File: config.mk
export PLATFORM = sky130hd
export DESIGN_NAME = sdram_frame_arbiter
export DESIGN_NICKNAME = d
export VERILOG_FILES = /design/src/rtl/sdram_frame_arbiter.sv
export SDC_FILE = /design/constraint.sdc
export NUM_CORES = 1
export LEC_CHECK = 0
export BUFFER_PORTS_ARGS = -buffer_cell sky130_fd_sc_hd__buf_2
export CAP_MARGIN = 10
export CORE_UTILIZATION = 50
export CTS_CLUSTER_SIZE = 28
export DETAILED_ROUTE_END_ITERATION = 12
export GPL_TIMING_DRIVEN = 0
export PLACE_DENSITY = 0.73
export REMOVE_ABC_BUFFERS = 1
export SYNTH_ARGS = -nofsm -noshare
export SYNTH_HDL_FRONTEND = slang
export SYNTH_SLANG_ARGS = --single-unit
File: constraint.sdc
create_clock -name sys_clk -period 2.85 [get_ports sys_clk]
set_input_delay 0.855 -clock sys_clk [delete_from_list [all_inputs] [get_ports sys_clk]]
set_output_delay 0.855 -clock sys_clk [all_outputs]
set_load 0.01 [all_outputs]
File: src/rtl/sdram_frame_arbiter.sv
// sdram_frame_arbiter
//   Shares one SDRAM burst engine between the camera write FIFO, the VGA read
//   FIFO and periodic auto-refresh. It also generates burst addresses for a
//   ping-pong pair of frame buffers, so the display always reads the last
//   complete camera frame.
//
// Ports
//   sys_clk, rst       clock (rising edge) and asynchronous active-high reset
//   init_done          SDRAM power-up done; only sampled while waiting for it
//   wr_fifo_level      words waiting in the camera write FIFO
//   rd_fifo_level      words held in the VGA read FIFO
//   wr_frame_start     one-cycle camera frame start pulse
//   rd_frame_start     one-cycle display frame start pulse
//   cmd_valid/ready    command handshake towards the SDRAM engine
//   cmd_op             01 write burst, 10 read burst, 11 auto-refresh
//   cmd_addr           burst start word address (0 for refresh)
//   cmd_done           engine pulse when the accepted command has finished
//   rd_buf_sel         buffer currently being displayed
//   ref_overrun        sticky: a refresh came due while one was still pending
module sdram_frame_arbiter #(
    parameter int unsigned       ADDR_W       = 22,
    parameter int unsigned       BURST_LEN    = 8,
    parameter int unsigned       FIFO_AW      = 9,
    parameter int unsigned       FRAME_WORDS  = 307200,
    parameter logic [ADDR_W-1:0] BUF1_BASE    = 22'h200000,
    parameter int unsigned       REF_INTERVAL = 156
) (
    input  logic              sys_clk,
    input  logic              rst,
    input  logic              init_done,
    input  logic [FIFO_AW:0]  wr_fifo_level,
    input  logic [FIFO_AW:0]  rd_fifo_level,
    input  logic              wr_frame_start,
    input  logic              rd_frame_start,
    output logic              cmd_valid,
    input  logic              cmd_ready,
    output logic [1:0]        cmd_op,
    output logic [ADDR_W-1:0] cmd_addr,
    input  logic              cmd_done,
    output logic              rd_buf_sel,
    output logic              ref_overrun
);

    localparam int unsigned       REF_W      = $clog2(REF_INTERVAL);
    localparam logic [REF_W-1:0]  REF_RELOAD = REF_W'(REF_INTERVAL - 1);
    localparam logic [ADDR_W-1:0] PTR_LAST   = ADDR_W'(FRAME_WORDS - BURST_LEN);
    localparam logic [ADDR_W-1:0] PTR_STEP   = ADDR_W'(BURST_LEN);
    localparam logic [FIFO_AW:0]  WR_MIN     = (FIFO_AW + 1)'(BURST_LEN);
    // Free space >= BURST_LEN, rewritten so it cannot underflow.
    localparam logic [FIFO_AW:0]  RD_MAX     = (FIFO_AW + 1)'((2 ** FIFO_AW) - BURST_LEN);

    localparam logic [1:0] OpWrite   = 2'b01;
    localparam logic [1:0] OpRead    = 2'b10;
    localparam logic [1:0] OpRefresh = 2'b11;

    typedef enum logic [1:0] {StWaitInit, StIdle, StIssue, StBusy} state_e;

    state_e            state;
    logic [REF_W-1:0]  ref_cnt;
    logic              ref_pending;
    logic              wr_buf;
    logic              last_complete;
    logic [ADDR_W-1:0] wr_ptr;
    logic [ADDR_W-1:0] rd_ptr;
    logic              wr_full;     // frame filled, writes wait for a frame start
    logic              wr_fs_pend;  // frame starts deferred behind an in-flight burst
    logic              rd_fs_pend;

    logic              wr_inflight, rd_inflight, wr_done, rd_done, ref_accept;
    logic              wr_fs_req, rd_fs_req, wr_fs_apply, rd_fs_apply, wr_swap;
    logic              last_complete_nxt, wr_buf_nxt, rd_sel_nxt, wr_full_eff;
    logic              timer_run, wr_ok, rd_ok;
    logic [ADDR_W-1:0] wr_ptr_adv, rd_ptr_adv, wr_ptr_eff, rd_ptr_eff, wr_addr, rd_addr;

    always_comb begin
        wr_inflight = (state == StIssue || state == StBusy) && cmd_op == OpWrite;
        rd_inflight = (state == StIssue || state == StBusy) && cmd_op == OpRead;
        wr_done     = state == StBusy && cmd_done && cmd_op == OpWrite;
        rd_done     = state == StBusy && cmd_done && cmd_op == OpRead;
        ref_accept  = state == StIssue && cmd_ready && cmd_op == OpRefresh;

        wr_ptr_adv = (wr_ptr == PTR_LAST) ? '0 : wr_ptr + PTR_STEP;
        rd_ptr_adv = (rd_ptr == PTR_LAST) ? '0 : rd_ptr + PTR_STEP;

        wr_fs_req   = wr_frame_start || wr_fs_pend;
        rd_fs_req   = rd_frame_start || rd_fs_pend;
        wr_fs_apply = wr_fs_req && (!wr_inflight || wr_done);
        rd_fs_apply = rd_fs_req && (!rd_inflight || rd_done);
        // A completing write always leaves data behind, so its deferred start swaps.
        wr_swap     = wr_fs_apply && (wr_done || wr_ptr != '0 || wr_full);

        // Write swap resolves first so a same-cycle display start sees the new frame.
        last_complete_nxt = wr_swap ? wr_buf : last_complete;
        wr_buf_nxt        = wr_swap ? ~wr_buf : wr_buf;
        rd_sel_nxt        = (rd_fs_apply && last_complete_nxt != wr_buf_nxt)
                            ? last_complete_nxt : rd_buf_sel;

        // Post-frame-start view used by arbitration so an issued address is never stale.
        wr_ptr_eff  = wr_swap ? '0 : wr_ptr;
        wr_full_eff = wr_swap ? 1'b0 : wr_full;
        rd_ptr_eff  = rd_fs_apply ? '0 : rd_ptr;

        wr_addr = (wr_buf_nxt ? BUF1_BASE : '0) + wr_ptr_eff;
        rd_addr = (rd_sel_nxt ? BUF1_BASE : '0) + rd_ptr_eff;

        timer_run = (state != StWaitInit) || init_done;
        wr_ok     = (wr_fifo_level >= WR_MIN) && !wr_full_eff;
        rd_ok     = rd_fifo_level <= RD_MAX;
    end

    always_ff @(posedge sys_clk or posedge rst) begin
        if (rst) begin
            state         <= StWaitInit;
            cmd_valid     <= 1'b0;
            cmd_op        <= 2'b00;
            cmd_addr      <= '0;
            rd_buf_sel    <= 1'b1;
            ref_overrun   <= 1'b0;
            ref_cnt       <= REF_RELOAD;
            ref_pending   <= 1'b0;
            wr_buf        <= 1'b0;
            last_complete <= 1'b1;
            wr_ptr        <= '0;
            rd_ptr        <= '0;
            wr_full       <= 1'b0;
            wr_fs_pend    <= 1'b0;
            rd_fs_pend    <= 1'b0;
        end else begin
            // Refresh timer; a new due request overrides the clear of an accepted one.
            if (ref_accept) ref_pending <= 1'b0;
            if (timer_run) begin
                if (ref_cnt == '0) begin
                    ref_cnt     <= REF_RELOAD;
                    ref_pending <= 1'b1;
                    if (ref_pending && !ref_accept) ref_overrun <= 1'b1;
                end else begin
                    ref_cnt <= ref_cnt - 1'b1;
                end
            end

            // Frame bookkeeping; frame starts override the pointer advance.
            wr_fs_pend <= wr_fs_req && !wr_fs_apply;
            rd_fs_pend <= rd_fs_req && !rd_fs_apply;
            if (wr_done) begin
                wr_ptr <= wr_ptr_adv;
                if (wr_ptr == PTR_LAST) wr_full <= 1'b1;
            end
            if (wr_swap) begin
                wr_buf        <= ~wr_buf;
                last_complete <= wr_buf;
                wr_ptr        <= '0;
                wr_full       <= 1'b0;
            end
            if (rd_done) rd_ptr <= rd_ptr_adv;
            if (rd_fs_apply) rd_ptr <= '0;
            rd_buf_sel <= rd_sel_nxt;

            case (state)
                StWaitInit: begin
                    if (init_done) state <= StIdle;
                end
                StIdle: begin
                    if (ref_pending) begin
                        cmd_valid <= 1'b1;
                        cmd_op    <= OpRefresh;
                        cmd_addr  <= '0;
                        state     <= StIssue;
                    end else if (wr_ok) begin
                        cmd_valid <= 1'b1;
                        cmd_op    <= OpWrite;
                        cmd_addr  <= wr_addr;
                        state     <= StIssue;
                    end else if (rd_ok) begin
                        cmd_valid <= 1'b1;
                        cmd_op    <= OpRead;
                        cmd_addr  <= rd_addr;
                        state     <= StIssue;
                    end
                end
                StIssue: begin
                    if (cmd_ready) begin
                        cmd_valid <= 1'b0;
                        state     <= StBusy;
                    end
                end
                StBusy: begin
                    if (cmd_done) state <= StIdle;
                end
                default: state <= StWaitInit;
            endcase
        end
    end

endmodule

==> key figures, run 1 <==
Final layout
  – Final Instance Count excl. Fillers: 592
  – Synthesis-to-layout area growth: 14.0%
  – Diodes inserted: 0
  – Share of layout cells above drive strength 1: 23.6%
  – Number of nets in the layout: 519

Synthesis
  – Post-synth top area cell: dfrtp_1
  – Synth Flop Type: dfrtp_1
  – Yosys warning count: 0
  – Synth unique cells: 57
  – Post-synth EDFFs: 0
  – Gate Count Post-Synth: 434
  – Flops & latches, synth: 79
  – Synth area leaders: dfrtp_1 42%, mux2_2 4.7%, xnor2_1 4.7%
  – Cell Area, Synth: 4320 um^2
  – Synth async-reset ratio: 100%
  – Sequential area share after synthesis: 46.0%
  – Yosys top cell area share: 41.7%
  – Syn_area_per_cell: 9.95 um^2

Floorplanning
  – Core Box Area: 8300 um^2
  – Initial Util: 52.1%
  – Die width: 95.0 um
  – DIE AREA: 9020 um^2
  – Die height: 95.0 um
  – Ports: 54
  – Row cnt: 33

STA
  – Worst hold margin: 0.394 ns
  – RSZ-0062 raised after global routing: false
  – Max_slew headroom: 48.4%
  – Min Tclk post-route: 2.70 ns
  – Max Fclk: 371 MHz
  – Final Hold Fails: 0
  – Slew Limit Fails: 0
  – Clock Skew: 0.0150 ns
  – Slew at the pin closest to its max-slew limit: 0.772 ns
  – Final critical-path share of the clock period: 94.6%
  – Final setup fails: 0

Power
  – Maximum vdd ir drop: 0.538 mV
  – Pwr dens: 789 nW/um^2
  – Leak: 2.20 nW

Status
  – Status: completed

Global routing
  – Vias in the first global route: 3285
  – Largest net degree at the start of global routing: 67
  – Initial antenna violation count: 0
  – First-pass GRT wire length: 16000 um
  – Grt ovf: 0
  – Total Routing Usage GR: 23.6%

Clock network
  – CTS Buf Count: 9
  – CTS tree: yes
  – Clk buf depth: 2
  – Hold-fix buffers, CTS: 0
  – Worst-path clk slew: 0.08 ns
  – Clock Latency Late Sink: 0.38 ns
  – Htree depth: 3
  – Root buffer cell: clkbuf_8
  – Num Clock Sinks: 79

Setup path
  – Startpoint types: flop
  – Cells along the critical path: inv_1 > ha_1 > or2_4 > a41o_1 > a22o_4 > and3_4 > a2111oi_4 > mux2_1
  – Cell family with most CP delay: compound AO/OA/AOI/OAI gates
  – CP Max Fanout: 5
  – CP Capture Type: flop
  – Data arrival time of the critical path: 2.95 ns
  – Worst path bufs/invs: 1
  – Critical Path Max Stage Delay: 0.41 ns
  – R2R Setup Slk: 0.15 ns
  – Critical-path top delay cell: dfrtp_1
  – Critical path type: flop to flop
  – Worst endpoint required time: 3.10 ns

Worst hold path
  – Hold WC Path Type: input pin to async pin

Placed design
  – Port bufs: 50
  – GP Congestion: 0.841
  – Post-Place Cells: 573
  – HPWL Detailed: 6590 um

Routing
  – Routed len/inst: 16.7 um
  – Detailed-route DRC error count: 0
  – Vias: 3493
  – Initial DRC count: 251
  – DRT Wirelength: 9880 um
  – Routed Antenna Nets: 0
  – TritonRoute pass-1 iters: 5
  – Vias/cell: 5.90

Job
  – Number of max-cap violations: 0
[kinds of logic after synthesis]
kind of cell               synth area share, %
xor gates and xnor gates                  5.88
buffers and inverters                     3.79
and+or+nand+nor                           20.6
DFF                                       46.0
muxes                                     5.65
AOI/OAI and AO/OA                         15.5
adders and majority gates                 2.61
[cell usage after synthesis (7+ instances only)]
cell type  number
xnor2_1        23
inv_1          19
a22o_1         18
nand2_1        40
nor3_1         10
a211oi_1       12
o21ai_0        27
a21oi_1         9
nor2_1         38
buf_2           7
nand4_1         8
dfrtp_1        72
dfstp_2         7
nor4_1         10
mux2_2         18
ha_1            9
nand3_1        17
[worst reg2reg max path, delay by kind of cell, from the launching register on]
kind	cells	cell delay (ns)
fa+ha+maj	1	0.25
buf+inv	1	0.10
simple gates	2	0.48
flops	1	0.41
compound gates	3	0.98
mux	1	0.36
[cells in the final DEF (no fill, tap or decap), drive strengths merged, types with 6 or more instances in the layout]
cell type | Yosys | layout
inv | 19 | 19
buf | 12 | 54
dfrtp | 72 | 72
ha | 9 | 9
nand2 | 41 | 41
nor4 | 12 | 12
a21oi | 9 | 9
nor2 | 38 | 38
nand4 | 8 | 8
nor2b | 6 | 6
dfstp | 7 | 7
a22o | 19 | 19
clkbuf | 6 | 10
xor2 | 6 | 6
o21ai | 27 | 27
or3 | 6 | 6
nor3 | 12 | 12
and3 | 6 | 6
a211oi | 12 | 12
nand3 | 17 | 17
mux2 | 19 | 19
xnor2 | 23 | 23
[what timing repair did]
action                                  in CTS  in global routing
buffers inserted                             2                  0
gates resized for setup                      2                  3
endpoints found under the setup margin      48                  4
cloned                                       2                  0
pin swaps                                    2                  0
[flip-flops by register name (all words and copies together), names as in the netlist]
register / count
wr_fs_pend: 1
rd_ptr: 19
state: 2
cmd_addr: 20
ref_pending: 1
wr_ptr: 19
last_complete: 1
wr_full: 1
cmd_valid: 1
rd_buf_sel: 1
ref_overrun: 1
ref_cnt: 8
cmd_op: 2
wr_buf: 1
rd_fs_pend: 1
[power breakdown]
group	leakage, nW	internal, W	switching, W
logic	1.05	0.000600	0.000908
clock network	0.0944	0.000423	0.000425
registers	1.05	0.00133	0.000200
[final cells by class]
class                      count  area, um^2
sequential                    79        1990
timing repair buffer          54         313
fill                         665        3370
tap                          105         131
multi-input combinational    320        2230
clock buffer                  10         138
clock inverter                 5        58.8
inverter                      19        73.8
[stage by stage]
step           util (%)  power, W  setup TNS (ns)  worst slack, ns  cell area, um^2
2_1_floorplan         -   0.00251           -4.86           -0.203             4230
4_1_cts            59.1   0.00387               0           0.0459             4910
6_report           59.4   0.00389               0            0.153             4930
5_1_grt            59.4   0.00412               0           0.0541             4930
3_3_place_gp       55.5   0.00283         -107.68            -1.06             4610
3_5_place_dp       56.1   0.00290          -28.81            -1.07             4650
[metal layers]
layer	up-vias	GRT usage (%)	part of all wire (%)
met5	-	0	0
met4	0	8.71	1.9
met1	1712	30.6	43
met2	106	37.9	50
met3	17	6.04	5.3
li1	1658	-	-
[worst paths after layout]
check,from,to,cells past startpoint
setup / recovery,state[0],state[1],8
hold / removal,rst,cmd_op[0],2
setup reg to reg,state[0],state[1],8
hold reg to reg,ref_overrun,ref_overrun,1
max in group asynchronous,rst,rd_buf_sel,3
min in group sys_clk,ref_overrun,ref_overrun,1
Note: power is estimated with default switching activity, not from simulation.
==> run 2, diff against run 1 <==
--- a/config.mk
+++ b/config.mk
@@ -5,13 +5,13 @@
 export SDC_FILE = /design/constraint.sdc
 export NUM_CORES = 1
 export LEC_CHECK = 0
-export BUFFER_PORTS_ARGS = -buffer_cell sky130_fd_sc_hd__buf_2
 export CAP_MARGIN = 10
 export CORE_UTILIZATION = 50
 export CTS_CLUSTER_SIZE = 28
 export DETAILED_ROUTE_END_ITERATION = 12
+export DONT_BUFFER_PORTS = 1
 export GPL_TIMING_DRIVEN = 0
-export PLACE_DENSITY = 0.73
+export PLACE_DENSITY = 0.68
 export REMOVE_ABC_BUFFERS = 1
 export SYNTH_ARGS = -nofsm -noshare
 export SYNTH_HDL_FRONTEND = slang
==> key figures, run 2 (synthesis results as in run 1) <==
Final layout
  – FF+latch area: 1990 um^2
  – Final Instance Count excl. Fillers: 544
  – Diodes inserted: 0
  – Biggest regs: cmd_addr x20, rd_ptr x19, wr_ptr x19
  – Fin util: 56.1%
  – Biggest register: cmd_addr
  – Share of layout cells above drive strength 1: 14.8%
  – Commonest non-fill, non-tap cells in the layout: 72 x dfrtp_1, 40 x nand2_1, 38 x nor2_1, 27 x o21ai_0, 23 x xnor2_1
  – Number of nets in the layout: 470
  – Leading cell type in the layout, fill and taps excluded: dfrtp_1
  – Synthesis-to-layout area growth: 7.82%
  – FILL cells: 697
  – Multi-input combinational cell area: 2220 um^2
  – Largest register FFs: 20
  – Final instance area: 4660 um^2

STA
  – Final setup TNS: 0 ns
  – Final setup fails: 0
  – Max Fclk: 372 MHz
  – RSZ-0062 raised after global routing: false
  – Min Tclk post-route: 2.69 ns
  – Clock Skew: 0.0109 ns
  – Final Hold Fails: 0
  – Max_slew headroom: 47.0%
  – Slew at the pin closest to its max-slew limit: 0.793 ns
  – Slew Limit Fails: 0
  – Final critical-path share of the clock period: 94.4%

Placed design
  – Dpl cell area: 4400 um^2
  – Post-Place Cells: 523
  – HPWL Detailed: 6540 um
  – Port bufs: 0
  – GP Congestion: 0.833

Floorplanning
  – Initial Util: 52.1%
  – Ports: 54
  – Die height: 95.0 um
  – Core Box Area: 8300 um^2
  – DIE AREA: 9020 um^2
  – Row cnt: 33
  – Die width: 95.0 um

Job
  – Number of max-cap violations: 0

Setup path
  – Worst endpoint required time: 3.09 ns
  – Critical path origin: state[0]
  – CP Max Fanout: 14
  – Data arrival time of the critical path: 2.93 ns
  – CP Capture Type: flop
  – Critical Path Max Stage Delay: 0.41 ns
  – Cells along the critical path: inv_1 > ha_1 > or2_4 > a41o_1 > o21bai_4 > nor3b_4 > buf_4 > a22o_1 > mux2_2
  – Critical-path top delay cell: dfrtp_1
  – Critical path type: flop to flop
  – Startpoint types: flop
  – Worst reg2reg startpoint: state[0]

Routing
  – TritonRoute pass-1 iters: 4
  – DRT Wirelength: 9650 um
  – Routed len/inst: 17.7 um
  – Routed Antenna Nets: 0
  – Vias/cell: 6.10
  – Vias: 3318
  – Detailed-route DRC error count: 0
  – Initial DRC count: 156

Global routing
  – Grt ovf: 0
  – Vias in the first global route: 3234
  – Largest net degree at the start of global routing: 56
  – Total Routing Usage GR: 23.5%
  – Initial antenna violation count: 0
  – First-pass GRT wire length: 16100 um

Power
  – Pwr dens: 813 nW/um^2
  – Clock power frac: 22.1%
  – Leak: 1.96 nW
  – Total power: 0.00379 W
  – Sw frac: 39.2%
  – Internal power: 0.00230 W
  – P_sw: 0.00148 W
  – Sequential power share: 41.1%
  – Maximum vdd ir drop: 0.452 mV
  – Comb power frac: 36.8%

Clock network
  – Hold-fix buffers, CTS: 0
  – Clk buf depth: 2
  – Worst-path clk slew: 0.08 ns
  – CTS Buf Count: 9
  – CTS tree: yes
  – Num Clock Sinks: 79
  – Htree depth: 3
  – Clock Latency Late Sink: 0.36 ns
  – Root buffer cell: clkbuf_8

Status
  – Status: completed

Worst hold path
  – Hold WC Path Type: input pin to async pin
## run 2: cell types whose count changed in the layout (fill, tap and decap cells not counted)
cell / change
nor3_4: -1
ha_2: +1
buf_2: -50
clkbuf_1: +2
ha_1: -1
nand2_1: +1
clkinv_2: +2
clkinv_4: -1
clkinvlp_4: -2
buf_12: -1
nor3_2: +1
buf_4: +2
nand2_2: -1
## run 2: critical path: cells and delay by family, from the launching register on
family / cells / cell delay, ns
AOI/OAI and AO/OA: 3 / 0.86
adders and majority gates: 1 / 0.25
buffers and inverters: 2 / 0.29
DFF: 1 / 0.41
muxes: 1 / 0.26
and+or+nand+nor: 2 / 0.50
## run 2: what timing repair did
action,in CTS,in global routing
setup endpoints to repair,45,19
pin swaps,1,0
cloned,1,1
resized for setup,2,2
setup buffers,3,0
## run 2: routing by layer
metal | GRT usage [%] | wire [um]
met1 | 33.0 | 4540
met2 | 37.2 | 4590
met3 | 3.22 | 361
met4 | 8.46 | 155
met5 | 0 | 0
## run 2: worst paths after layout
| path | end | slack, ns | cells past startpoint |
|---|---|---|---|
| setup / recovery | cmd_addr[3] | 0.16 | 9 |
| hold / removal | ref_cnt[2] | 0.34 | 1 |
| setup reg to reg | cmd_addr[3] | 0.16 | 9 |
| hold reg to reg | last_complete | 0.50 | 2 |
| max in group asynchronous | rd_buf_sel | 1.90 | 2 |
| min in group sys_clk | last_complete | 0.50 | 2 |
## run 2: cell type report
type	instances	area share (%)
Inverter	19	1.58
Timing Repair Buffer	5	1.24
Tap cell	105	2.82
Sequential cell	79	42.6
Clock buffer	12	3.12
Clock inverter	4	0.967
Multi-Input combinational cell	320	47.6
## run 2: metrics by stage
stage	worst slack, ns	hold slack (ns)
2_1_floorplan	-0.203	0.466
6_report	0.160	0.338
4_1_cts	0.0705	0.347
3_3_place_gp	-0.949	0.476
5_1_grt	0.0578	0.370
3_5_place_dp	-0.969	0.491
## run 2: power groups by stage
stage | Clock (W) | Combinational (W) | Sequential (W)
6_report | 0.000837 | 0.00139 | 0.00156
5_1_grt | 0.000893 | 0.00154 | 0.00159
4_1_cts | 0.000852 | 0.00135 | 0.00156
3_5_place_dp | 0 | 0.00129 | 0.00156
3_3_place_gp | 0 | 0.00122 | 0.00156
2_1_floorplan | 0 | 0.000997 | 0.00151
